===== src/rtl/fc2_relu_seq.sv =====
// fc2_relu_seq: 4-to-8 fully connected expansion with bias, ReLU and saturation,
// time-multiplexed over one multiplier (one product per cycle, S7.8 fixed point).
`default_nettype none

module fc2_relu_seq #(
    parameter int IN_DIM          = 4,
    parameter int OUT_DIM         = 8,
    parameter int FRACTIONAL_BITS = 8
) (
    input  logic               clk,
    input  logic               rst,
    input  logic               i_start,
    input  logic signed [15:0] i_x [0:IN_DIM-1],
    output logic               o_busy,
    output logic               o_done_tick,
    output logic signed [15:0] o_y [0:OUT_DIM-1]
);

    localparam int IW = $clog2(OUT_DIM);
    localparam int JW = $clog2(IN_DIM);
    localparam logic [IW-1:0] LAST_I = IW'(OUT_DIM - 1);
    localparam logic [JW-1:0] LAST_J = JW'(IN_DIM - 1);

    // W[i][j] = 32*(j+1) - 24*i
    localparam logic signed [15:0] W_ROM [0:OUT_DIM-1][0:IN_DIM-1] = '{
        '{ 16'sd32,    16'sd64,    16'sd96,   16'sd128},
        '{ 16'sd8,     16'sd40,    16'sd72,   16'sd104},
        '{-16'sd16,    16'sd16,    16'sd48,   16'sd80 },
        '{-16'sd40,   -16'sd8,     16'sd24,   16'sd56 },
        '{-16'sd64,   -16'sd32,    16'sd0,    16'sd32 },
        '{-16'sd88,   -16'sd56,   -16'sd24,   16'sd8  },
        '{-16'sd112,  -16'sd80,   -16'sd48,  -16'sd16 },
        '{-16'sd136,  -16'sd104,  -16'sd72,  -16'sd40 }
    };

    localparam logic signed [15:0] B_ROM [0:OUT_DIM-1] = '{
        16'sd1, 16'sd3, 16'sd5, 16'sd7, 16'sd9, 16'sd11, 16'sd13, 16'sd15
    };

    localparam logic signed [31:0] ROUND_HALF = 32'sd1 <<< (FRACTIONAL_BITS - 1);
    localparam logic signed [31:0] SAT_MAX    = 32'sd32767;

    typedef enum logic [1:0] {
        S_IDLE  = 2'd0,
        S_MAC   = 2'd1,
        S_FINAL = 2'd2,
        S_DONE  = 2'd3
    } state_t;

    state_t state;
    state_t state_nxt;

    logic signed [15:0] x_q [0:IN_DIM-1];
    logic [IW-1:0]      i_idx;
    logic [JW-1:0]      j_idx;
    logic signed [31:0] acc;

    logic signed [31:0] x_ext;
    logic signed [31:0] w_ext;
    logic signed [31:0] product;
    logic signed [31:0] term;
    logic signed [31:0] sum;
    logic signed [15:0] sat_val;

    // Round-half-up rescale of the S15.16 product back to S7.8
    assign x_ext   = 32'(x_q[j_idx]);
    assign w_ext   = 32'(W_ROM[i_idx][j_idx]);
    assign product = x_ext * w_ext;
    assign term    = (product + ROUND_HALF) >>> FRACTIONAL_BITS;
    assign sum     = acc + 32'(B_ROM[i_idx]);

    always_comb begin
        sat_val = sum[15:0];
        if (sum < 32'sd0) begin
            sat_val = 16'sd0;
        end else if (sum > SAT_MAX) begin
            sat_val = 16'sd32767;
        end
    end

    always_comb begin
        state_nxt   = state;
        o_busy      = 1'b1;
        o_done_tick = 1'b0;
        case (state)
            S_IDLE: begin
                o_busy = 1'b0;
                if (i_start) begin
                    state_nxt = S_MAC;
                end
            end
            S_MAC: begin
                if (j_idx == LAST_J) begin
                    state_nxt = S_FINAL;
                end
            end
            S_FINAL: begin
                state_nxt = (i_idx == LAST_I) ? S_DONE : S_MAC;
            end
            S_DONE: begin
                o_done_tick = 1'b1;
                state_nxt   = S_IDLE;
            end
            default: begin
                state_nxt = S_IDLE;
            end
        endcase
    end

    always_ff @(posedge clk or posedge rst) begin
        if (rst) begin
            state <= S_IDLE;
            i_idx <= '0;
            j_idx <= '0;
            acc   <= '0;
            for (int k = 0; k < IN_DIM; k++) begin
                x_q[k] <= '0;
            end
            for (int k = 0; k < OUT_DIM; k++) begin
                o_y[k] <= '0;
            end
        end else begin
            state <= state_nxt;
            case (state)
                S_IDLE: begin
                    // Capture so later changes on i_x cannot disturb this run
                    if (i_start) begin
                        for (int k = 0; k < IN_DIM; k++) begin
                            x_q[k] <= i_x[k];
                        end
                        i_idx <= '0;
                        j_idx <= '0;
                        acc   <= '0;
                    end
                end
                S_MAC: begin
                    acc <= acc + term;
                    if (j_idx != LAST_J) begin
                        j_idx <= j_idx + JW'(1);
                    end
                end
                S_FINAL: begin
                    o_y[i_idx] <= sat_val;
                    acc        <= '0;
                    j_idx      <= '0;
                    if (i_idx != LAST_I) begin
                        i_idx <= i_idx + IW'(1);
                    end
                end
                default: begin
                end
            endcase
        end
    end

endmodule

`default_nettype wire


===== config.mk =====
export PLATFORM = sky130hd
export DESIGN_NAME = fc2_relu_seq
export DESIGN_NICKNAME = d
export VERILOG_FILES = /design/src/rtl/fc2_relu_seq.sv
export SDC_FILE = /design/constraint.sdc
export NUM_CORES = 1
export LEC_CHECK = 0
export BUFFER_PORTS_ARGS = -buffer_cell sky130_fd_sc_hd__buf_2
export CORE_MARGIN = 8
export CORE_UTILIZATION = 29
export CTS_BUF_LIST = sky130_fd_sc_hd__clkbuf_4 sky130_fd_sc_hd__clkbuf_8 sky130_fd_sc_hd__clkbuf_16
export CTS_CLUSTER_DIAMETER = 200
export DETAILED_ROUTE_END_ITERATION = 8
export PLACE_DENSITY_LB_ADDON = 0.05
export REMOVE_ABC_BUFFERS = 1
export SLEW_MARGIN = 20
export SYNTH_ARGS = -nofsm -noshare
export SYNTH_HDL_FRONTEND = slang
export SYNTH_SLANG_ARGS = --single-unit
export TNS_END_PERCENT = 30

===== constraint.sdc =====
create_clock -name clk -period 12.16 [get_ports clk]
set_clock_uncertainty 0.15 [all_clocks]
set_input_delay 2.432 -clock clk [delete_from_list [all_inputs] [get_ports clk]]
set_output_delay 2.432 -clock clk [all_outputs]
set_load 0.01 [all_outputs]

# Yosys cells after proc, flatten, opt, wreduce, memory -nomap -nowiden
# Memory sizes are Yosys's and may differ from the RTL's.
# Index checks and enable logic that the tools add are counted.
# op_classes
addsub,5
mul,1
n_lt_le_gt_ge,5
eq_ne,11
muxes,29
n_bitwise,2
reduce_logical,9
# op_table
operator,n
16-bit 2-to-1 mux,9
128-bit bitwise mux,1
64-bit 2-to-1 mux,2
32-bit one-hot mux with 3 select lines,1
16-bit binary-select mux with 2-bit select,2
16-bit demux with 3-bit select,1
32-bit by 16-bit adder with 32-bit output,1
32-bit by 24-bit adder with 32-bit output,1
32-bit by 9-bit adder with 32-bit output (second input constant),1
32-bit by 16-bit greater-than comparator with 1-bit output (second input constant),1
32-bit by 1-bit less-than comparator with 1-bit output (second input constant),1
16-bit by 16-bit multiplier with 32-bit output,1
32-bit 2-to-1 mux,1
2-bit 2-to-1 mux,5
2-bit != test (second input constant),5
2-bit one-hot mux with 4 select lines,1
2-bit == test (second input constant),3
3-bit 2-to-1 mux,2
2-bit one-hot mux with 3 select lines,1
3-bit one-hot mux with 2 select lines,1
2-bit AND reduction,3
3-bit AND reduction,2
4-bit >= comparator (second input constant),1
4-bit by 1-bit less-than comparator with 1-bit output (second input constant),1
13 further kinds,14
# word_totals
ff_bits,231
mem_bits_ro,640
input_bits,67
out_inout_bits,130
word_cells,80
memories,2
# memory_table
name,words,width,read_ports,rd_clocked_by_memory_dff,wr,line_no,rtl
(no name shown),8,64,1,0,0,67,assign w_ext = 32'(W_ROM[i_idx][j_idx]);
(no name shown),8,16,1,0,0,70,assign sum = acc + 32'(B_ROM[i_idx]);

# Longest topological paths before layout
# Gate-level depths: netlist of run 1.
# depth
depth_word,11
mapped_depth,43

# Worst setup path before layout of run 1
# OpenSTA, ideal clock, no wires.
# synth_path
kind,register to register
start,reg j_idx[0]
end,reg acc[31]
setup_time_ps,83
arrival_ps,9577
required_time_ps,11927
setup_slack_ps,2351
path_stages_with_launch,35
path_buffers,3
period_less_slack_ps,9809
path_cell_list,dfrtp_1 > clkbuf_1 > buf_1 > clkbuf_1 > mux4_2 > nand2_1 > inv_1 > fa_1 > inv_1 > fa_1 > inv_1 > fa_1 > fa_1 > fa_1 > fa_1 > ha_1 > and4_1 > o2111ai_1 > or2_2 > a211o_1 > a31oi_1 > a41oi_1 > xnor2_1 > inv_1 > ha_1 > a21oi_1 > nor2b_1 > o21ai_0 > o311a_1 > o31ai_1 > o31ai_1 > o21ai_0 > xor2_1 > or3_1 > o21ai_0
# synth_via
elab_chain_len,8
word_cells_on_any_way,11
classes_between,add/sub (2); mul (1); mux (7); bitwise (1)
# synth_rtl
element,line_no,rtl
"start, declared",55,logic [JW-1:0] j_idx;
"start signal, assigned",139,j_idx <= j_idx + JW'(1);
2-bit inverter with 3-bit output (implied by the code) (*),"66, 67",
16-bit binary-select mux with 2-bit select (on tied branches),"66, 67",
16-bit 2-to-1 mux (on tied branches) (2 in a row),"66, 67",
16-bit by 16-bit multiplier with 32-bit output (*),68,assign product = x_ext * w_ext;
32-bit by 9-bit adder with 32-bit output (*),69,assign term = (product + ROUND_HALF) >>> FRACTIONAL_BITS;
32-bit by 24-bit adder with 32-bit output (*),137,acc <= acc + term;
32-bit one-hot mux with 3 select lines (*),124,case (state)
"end signal, assigned",137,
"end, declared",56,logic signed [31:0] acc;
# Mark *: on every way between the ends. The rest lies on a longest branch, timed or not. The select of a mux whose other input is x is not followed.
# A chain may end at the register's enable or synchronous reset.

# Final worst setup path of run 1
# layout_path
start,reg i_idx[1]
end,reg acc[31]
# layout_via
elab_chain_len,11
# layout_rtl
element,line_no,rtl
"start, declared",54,logic [IW-1:0] i_idx;
"start signal, assigned",147,i_idx <= i_idx + IW'(1);
3-bit inverter with 4-bit output (implied by the code),67,
memory 8 x 64 bit,-,
64-bit 2-to-1 mux (implied by the code) (2 in a row),67,
16-bit binary-select mux with 2-bit select,67,
16-bit 2-to-1 mux (implied by the code) (2 in a row),67,
16-bit by 16-bit multiplier with 32-bit output,68,
32-bit by 9-bit adder with 32-bit output,69,
32-bit by 24-bit adder with 32-bit output,137,
32-bit one-hot mux with 3 select lines,124,
# No other way between the ends. The select of a mux whose other input is x is not followed.

==> results of run 1 <==
==> metrics by stage <==
stage	utilization, %	hold slack [ns]
detailed placement	32.6	0.324
floorplan	-	0.325
global route	34.1	0.355
finish	34.1	0.339
CTS	34.1	0.343
global placement	32.5	0.318
==> worst max-delay path: cells and delay by family, from the launching register on <==
kind / cells / cell delay (ns)
DFF: 1 / 0.87
buffers and inverters: 7 / 1.58
and+or+nand+nor: 6 / 1.34
adders and majority gates: 9 / 3.90
AOI/OAI and AO/OA: 13 / 2.40
xor gates and xnor gates: 2 / 0.48
==> kinds of logic after synthesis <==
logic type	Yosys count	share of synthesized area, %
XOR/XNOR	82	3.88
AO/OA/AOI/OAI	240	8.78
multiplexers	206	13.9
adder cells (fa/ha/maj)	296	26.9
flip-flops	231	31.2
AND/OR/NAND/NOR	356	9.75
buffers and inverters	269	5.56
==> layer usage <==
layer,up-vias,share of wire [%]
met3,35,3.3
met4,0,1.2
met2,140,47
li1,6012,-
met5,-,0
met1,6476,48
==> final timing paths <==
check	start	to	slack, ns	cells past startpoint
hold reg to reg	o_y[63]	o_y[63]	0.34	1
min in group asynchronous	rst	state[1]	1.78	2
setup reg to reg	i_idx[1]	acc[31]	1.34	37
hold / removal	o_y[63]	o_y[63]	0.34	1
max in group asynchronous	rst	j_idx[0]	8.74	3
setup / recovery	i_idx[1]	acc[31]	1.34	37
==> layout make-up <==
class                      count  share of cell area, %
clock buffer                  40                   3.84
sequential                   231                   26.8
tap                          846                   4.91
multi-input combinational   1180                   54.5
clock inverter                14                  0.790
antenna                        2                 0.0232
timing repair buffer         216                   5.27
inverter                     215                   3.78
==> sequential cells by signal, indices dropped and copies added (netlist names) <==
signal / cells
x_q: 64
i_idx: 3
state: 2
o_y: 128
acc: 32
j_idx: 2
==> placed cells by master (no fill, tap or decap), types with 5 or more instances in the layout <==
master,Yosys,layout
a31oi_1,7,7
o21a_1,11,11
a21boi_0,5,5
dfrtp_1,231,230
fa_1,170,170
nand2b_1,12,12
a21oi_1,54,54
nor2_1,71,69
or2_2,7,7
nand3_1,21,21
a21oi_4,10,10
o31ai_1,8,8
ha_1,125,125
mux4_2,15,15
and2_1,71,71
o21bai_1,7,6
buf_2,0,196
nand2_1,103,103
xor2_1,28,28
a21o_1,22,22
clkbuf_4,0,8
o21ai_0,65,65
clkinv_2,0,7
a211oi_1,5,5
o211ai_1,7,7
inv_1,215,214
a22o_1,10,10
mux2_4,25,25
buf_4,1,19
clkbuf_16,0,29
nor2b_1,17,16
nor3_1,16,14
xnor2_1,54,52
nand4_1,10,10
and3_1,12,12
mux2_2,162,162
==> flow_summary.json, run 1 <==
{
  "clock_path_buffers": 3,
  "drv_cap": 0,
  "yosys_warnings": 0,
  "grt_usage_pct": 14.5,
  "dr.pass1.iters": 4,
  "grt_max_degree": 89,
  "fillerInstances": 6552,
  "post_cts_buffers": 0,
  "fin_crit_sh_pct": 89.0,
  "stdcell_area_um2": 21500,
  "core_um2": 63100,
  "status": "completed",
  "drt-wirelength-per-cell_um": 19.1,
  "drt_iter0_markers": 620,
  "dieArea_um2": 72200,
  "dp_slack_ns": 1.20,
  "area_growth_pct": 16.3,
  "tightest_slew_ns": 1.06,
  "mappedNetlistArea_um2": 18500,
  "initial_core_util_pct": 29.3,
  "synth_top_area_share_pct": 31.2,
  "num_io_pins": 197,
  "crit_path_end_kind": "flop",
  "die_w_um": 269,
  "seq_area_frac_synth_pct": 31.2,
  "met3_usage_pct": 2.11,
  "grtUsageMet2_pct": 23.8,
  "yosysMostFrequentCell": "dfrtp_1",
  "hold_violations": 0,
  "clk_latency_ns": 0.60,
  "grt_pass1_vias": 13600,
  "finalNonFillerCells": 2744,
  "yosysTopAreaCell": "dfrtp_1",
  "grt_overflow": 0,
  "cts_tree": "built",
  "synthArstFlopShare_pct": 100,
  "min_path_type": "reg -> reg",
  "slew_headroom_pct": 29.0,
  "num_rows": 92,
  "cp-start-kind": "flop",
  "die_h_um": 269,
  "hpwl_um": 41500,
  "worst-path-max-fanout": 25,
  "multi_input_area_um2": 11700,
  "nets": 2235,
  "drtAntennaViolNets": 0,
  "synth_area_per_cell_um2": 11.0,
  "cts_root_buffer": "clkbuf_16",
  "busiest_layer": "met2",
  "cts_resized": 0,
  "critPathSlowestCell": "dfrtp_1",
  "clk_pin_slew_ns": 0.06,
  "synth_area_leaders": "dfrtp_1 (31%), fa_1 (18%), mux2_2 (9.9%), ha_1 (8.4%), inv_1 (4.4%)",
  "gp_congestion": 0.826,
  "critPathMaxStageDelay_ns": 0.87,
  "fin_setup_tns_ns": 0,
  "cp_data_arrival_time_ns": 11.16,
  "placedCellCount": 2688,
  "drcViolationCount": 0,
  "cts_hold_buf": 0,
  "drv_slew": 0,
  "fin_crit_ns": 10.82,
  "cts_sinks": 231,
  "fmax_mhz": 92.4,
  "grt_use_met1_pct": 20.5,
  "rsz0062_at_grt": "no",
  "grt_antenna_before_repair": 3,
  "synth_edf_count": 0,
  "critical_path_required_ns": 12.50,
  "placed_area_um2": 20500,
  "numPortBuffers": 196,
  "finalWirelength_um": 52400,
  "via_per_inst": 4.61,
  "cts-buffers-inserted": 29,
  "drive_gt1_share_pct": 27.0,
  "regArea_um2": 5780,
  "synth_common_cells": "dfrtp_1 (231), inv_1 (215), fa_1 (170)",
  "htreeDepth": 1,
  "crit_type": "reg -> reg",
  "synthCells": 1680,
  "vias": 12700,
  "finalSetupViolations": 0,
  "layout_setup_ws_ns": 1.34,
  "synth_ff_type": "dfrtp_1",
  "post_synth_num_cell_types": 68,
  "grt_pass1_wl_um": 82000,
  "synth-seq-cells": 231
}
Power of run 1 is left out: the tool's default activity adds up to more than one toggle a clock period on the data nets, which glitch-free logic cannot reach.
==> run 2: changes to the inputs <==
- ABC_AREA: unset -> 1
==> run 2 against run 1 <==
Fmax grew 10%. Area after synthesis grew 6.6%. Largest cell class unchanged. Sequential cell count is the same. Utilization shrank 0.45 points. Via count grew 35%.
==> flow_summary.json, run 2 <==
{
  "status": "completed",
  "numPortBuffers": 196,
  "critPathSlowestCell": "fa_1",
  "drt-wirelength-per-cell_um": 19.3,
  "tightest_slew_ns": 0.999,
  "crit_top_cell": "nand2_1",
  "grt_pass1_vias": 18100,
  "final_common_cell": "nand2_1",
  "drive_gt1_share_pct": 12.1,
  "cp_data_arrival_time_ns": 10.16,
  "initial_core_util_pct": 29.3,
  "antenna-diode-count": 0,
  "final_cell_mix": "nand2_1 (810), inv_1 (347), dfrtp_1 (231), nand3_1 (215), nor2_1 (211)",
  "synth_common_cells": "nand2_1 (810), inv_1 (348), dfrtp_1 (231)",
  "num_rows": 95,
  "yosys_warnings": 0,
  "seq_area_frac_synth_pct": 29.3,
  "worst-path-max-fanout": 22,
  "via_per_inst": 4.74,
  "yosysMostFrequentCell": "nand2_1",
  "gp_congestion": 0.867,
  "fin_crit_sh_pct": 80.9,
  "clk_latency_ns": 0.61,
  "slew_headroom_pct": 33.4,
  "cts_tree": "built",
  "fin_setup_tns_ns": 0,
  "vias": 17100,
  "crit_type": "reg -> reg",
  "cts_root_buffer": "clkbuf_16",
  "synth_edf_count": 0,
  "critPathMaxStageDelay_ns": 0.56,
  "num_io_pins": 197,
  "reg.largest.list": "o_y (128), x_q (64), acc (32)",
  "grt_max_degree": 93,
  "finalWirelength_um": 69500,
  "dr.pass1.iters": 5,
  "hold_violations": 0,
  "synth_area_leaders": "dfrtp_1 (29%), fa_1 (17%), nand2_1 (15%), ha_1 (7.9%), inv_1 (6.6%)",
  "area_growth_pct": 14.9,
  "grt_overflow": 0,
  "dieArea_um2": 76700,
  "cts_resized": 0,
  "htreeDepth": 1,
  "core_um2": 67300,
  "post_cts_buffers": 0,
  "finalSetupViolations": 0,
  "synth-seq-cells": 231,
  "grt_pass1_wl_um": 109000,
  "synth_area_per_cell_um2": 7.80,
  "mappedNetlistArea_um2": 19700,
  "drv_slew": 0,
  "drv_cap": 0,
  "fillerInstances": 7266,
  "drtAntennaViolNets": 0,
  "rsz0062_at_grt": "no",
  "post_synth_num_cell_types": 52,
  "clock_path_buffers": 3,
  "multi_input_area_um2": 12300,
  "drcViolationCount": 0,
  "cts_sinks": 231,
  "fmax_mhz": 102,
  "drt_iter0_markers": 1026,
  "die_w_um": 277,
  "fin_crit_ns": 9.84,
  "yosysTopAreaCell": "dfrtp_1",
  "synthCells": 2530,
  "grt_antenna_before_repair": 1,
  "clk_pin_slew_ns": 0.07,
  "cp-start-kind": "flop",
  "crit_path_end_kind": "flop",
  "top_register": "o_y",
  "synthArstFlopShare_pct": 100,
  "hpwl_um": 55300,
  "synth_ff_type": "dfrtp_1",
  "synth_top_area_share_pct": 29.3,
  "die_h_um": 277,
  "cts_hold_buf": 0,
  "largest_reg_flops": 128,
  "grt_usage_pct": 18.0,
  "min_path_type": "reg -> reg",
  "cts-buffers-inserted": 30,
  "regArea_um2": 5780,
  "critical_path_required_ns": 12.49,
  "nets": 3074
}
-- run 2: per-stage QoR --
stage / hold slack, ns / setup WS, ns / utilization (%) / cell area (um^2) / cells
2_1_floorplan: 0.292 / 3.05 / - / 19400 / 2459
3_3_place_gp: 0.306 / 2.39 / 32.3 / 21700 / 3553
3_5_place_dp: 0.309 / 2.33 / 32.3 / 21700 / 3553
4_1_cts: 0.325 / 2.32 / 33.7 / 22700 / 3607
5_1_grt: 0.340 / 1.63 / 33.7 / 22700 / 3607
6_report: 0.322 / 2.32 / 33.7 / 22700 / 3607
-- run 2: worst paths after layout --
kind                           from       to  slack, ns  depth (start not counted)
hold reg to reg             x_q[39]  x_q[39]       0.32                          2
hold / removal              x_q[39]  x_q[39]       0.32                          2
setup / recovery           i_idx[1]  acc[29]       2.32                         38
setup reg to reg           i_idx[1]  acc[29]       2.32                         38
min in group asynchronous       rst  o_y[10]       1.73                          2
max in group asynchronous       rst  o_y[80]       8.16                          4
-- run 2: area by class of cell --
class / instances / share of cell area [%]
Multi-Input combinational cell: 1870 / 54.3
Sequential cell: 231 / 25.5
Inverter: 358 / 5.97
Timing Repair Buffer: 221 / 5.16
Tap cell: 873 / 4.82
Clock buffer: 39 / 3.64
Clock inverter: 15 / 0.618
-- run 2: kinds of logic after synthesis --
group / count (synthesis) / share of synthesized area, %
AND/OR/NAND/NOR: 1322 / 29.0
buffers and inverters: 429 / 8.46
AO/OA/AOI/OAI: 200 / 5.73
adder cells (fa/ha/maj): 295 / 25.2
flip-flops: 231 / 29.3
XOR/XNOR: 53 / 2.35
-- run 2: per-layer routing --
metal	GRT usage, %	share of wire, %
met3	2.36	4.2
met2	30.5	47
met4	3.44	1.9
met1	24.6	47
met5	0	0
-- run 2: critical path: cells and delay by family, from the launching register on --
| family | cells | cell delay, ns |
|---|---|---|
| simple gates | 15 | 2.17 |
| flops | 1 | 0.52 |
| buf+inv | 4 | 1.05 |
| xor+xnor | 1 | 0.26 |
| compound gates | 9 | 1.61 |
| fa+ha+maj | 9 | 3.89 |
Power of run 2 is left out for the same reason.
==> run 3: changes to the inputs <==
- clock period: 12.16 -> 8.1 ns (I/O delays scaled with it)
==> run 3 against run 2 <==
Design area is 16% higher. Wire length is 1.1% higher. Die area stayed put. Sequential share of layout area is 3.5 points lower. Clock-buffer cell count rose by 5. First-iteration DRC count decreased by 5.6%. Cell count rose by 8.3%. Non-clock buffer count rose by 297. Fmax rose by 26%. Register-to-register slack got worse by 2.0 ns. Global-route usage rose by 0.083 points. Sequential cell count stayed put.
==> flow_summary.json, run 3 (synthesis results as in run 2) <==
{
  "cts-buffers-inserted": 31,
  "drt-wirelength-per-cell_um": 18.0,
  "grt_pass1_wl_um": 111000,
  "grt_antenna_before_repair": 1,
  "crit_path_end_kind": "flop",
  "die_w_um": 277,
  "core_um2": 67300,
  "drv_cap": 0,
  "critical_path_required_ns": 8.45,
  "via_per_inst": 4.61,
  "final_common_cell": "nand2_1",
  "num_io_pins": 197,
  "finalSetupViolations": 0,
  "final_cell_mix": "nand2_1 (779), inv_1 (324), buf_4 (305), dfrtp_1 (229), nand3_1 (209)",
  "num_rows": 95,
  "multi_input_area_um2": 13500,
  "reg.largest.list": "o_y (128), x_q (64), acc (32)",
  "clock_path_buffers": 3,
  "tightest_slew_ns": 0.915,
  "clk_pin_slew_ns": 0.06,
  "grt_overflow": 0,
  "placed_area_um2": 23800,
  "cts_sinks": 231,
  "min_path_type": "reg -> reg",
  "vias": 18000,
  "cp-start-kind": "flop",
  "cts_root_buffer": "clkbuf_16",
  "drcViolationCount": 0,
  "critPathSlowestCell": "fa_1",
  "fin_crit_sh_pct": 96.4,
  "fillerInstances": 7127,
  "gp_congestion": 0.856,
  "dieArea_um2": 76700,
  "dr.pass1.iters": 7,
  "die_h_um": 277,
  "cp_top_family": "adder cells",
  "regArea_um2": 5780,
  "grt_usage_pct": 18.1,
  "antenna-diode-count": 0,
  "numPortBuffers": 196,
  "fin_crit_ns": 7.81,
  "rsz0062_at_grt": "yes",
  "status": "completed",
  "finalWirelength_um": 70200,
  "top_register": "o_y",
  "cp_data_arrival_time_ns": 8.16,
  "grt_max_degree": 83,
  "cts_tree": "built",
  "drive_gt1_share_pct": 27.6,
  "largest_reg_flops": 128,
  "fmax_mhz": 128,
  "clk_latency_ns": 0.62,
  "htreeDepth": 1,
  "critPathMaxStageDelay_ns": 0.55,
  "nets": 3372,
  "hold_violations": 0,
  "drtAntennaViolNets": 0,
  "cp_num_buf_inv": 13,
  "drv_slew": 0,
  "drt_iter0_markers": 969,
  "hpwl_um": 56000,
  "stdcell_area_um2": 26300,
  "grt_pass1_vias": 19000,
  "slew_headroom_pct": 39.0,
  "initial_core_util_pct": 29.3,
  "fin_util_pct": 39.1,
  "crit_type": "reg -> reg",
  "area_growth_pct": 33.3,
  "worst-path-max-fanout": 8
}
## run 3: cell count changes in the layout (fill, tap and decap cells not counted), sizes merged
cell,change
buf,+297
clkbuf,+5
clkinvlp,-1
inv,+4
bufinv,+2
clkinv,-7
## run 3: per-layer routing
| layer | vias up | share of wire [%] | global-route usage [%] |
|---|---|---|---|
| met5 | - | 0 | 0 |
| met3 | 80 | 3.4 | 2.05 |
| met4 | 0 | 2.4 | 4.30 |
| met2 | 339 | 48 | 31.6 |
| li1 | 8892 | - | - |
| met1 | 8685 | 46 | 23.7 |
## run 3: worst min-delay path: cells and delay by family, from the launching register on
kind,cells,cell delay [ns]
flops,1,0.34
simple gates,2,0.09
## run 3: metrics by stage
stage / setup TNS [ns] / std cells / hold WS, ns / worst slack, ns
finish: 0 / 3907 / 0.317 / 0.288
global route: -0.753 / 3907 / 0.339 / -0.120
CTS: -0.0283 / 3886 / 0.322 / -0.0283
detailed placement: -5.65 / 3823 / 0.308 / -0.649
global placement: -5.01 / 3823 / 0.305 / -0.597
floorplan: -15.57 / 2459 / 0.292 / -1.01
## run 3: timing repair
action,CTS,global route
resized for setup,43,238
setup buffers,6,22
hold buffers,0,0
pin swaps,13,96
endpoints found under the setup margin,18,23
## run 3: worst paths after layout
| path | cells past startpoint | end | slack [ns] | from |
|---|---|---|---|---|
| max | 43 | acc[31] | 0.29 | i_idx[1] |
| min | 2 | x_q[57] | 0.32 | x_q[57] |
| max reg2reg | 43 | acc[31] | 0.29 | i_idx[1] |
| min reg2reg | 2 | x_q[57] | 0.32 | x_q[57] |
| max in group asynchronous | 3 | x_q[20] | 5.68 | rst |
| min in group asynchronous | 2 | o_y[10] | 0.95 | rst |
## run 3: cell type report
type	instances	share of cell area, %
clock buffers	44	3.49
clock inverters	13	0.666
multi-input cells	1870	51.1
repair buffers	518	13.4
flip-flops and latches	231	22.0
well taps	873	4.15
inverters	358	5.19
Power of run 3 is left out for the same reason.
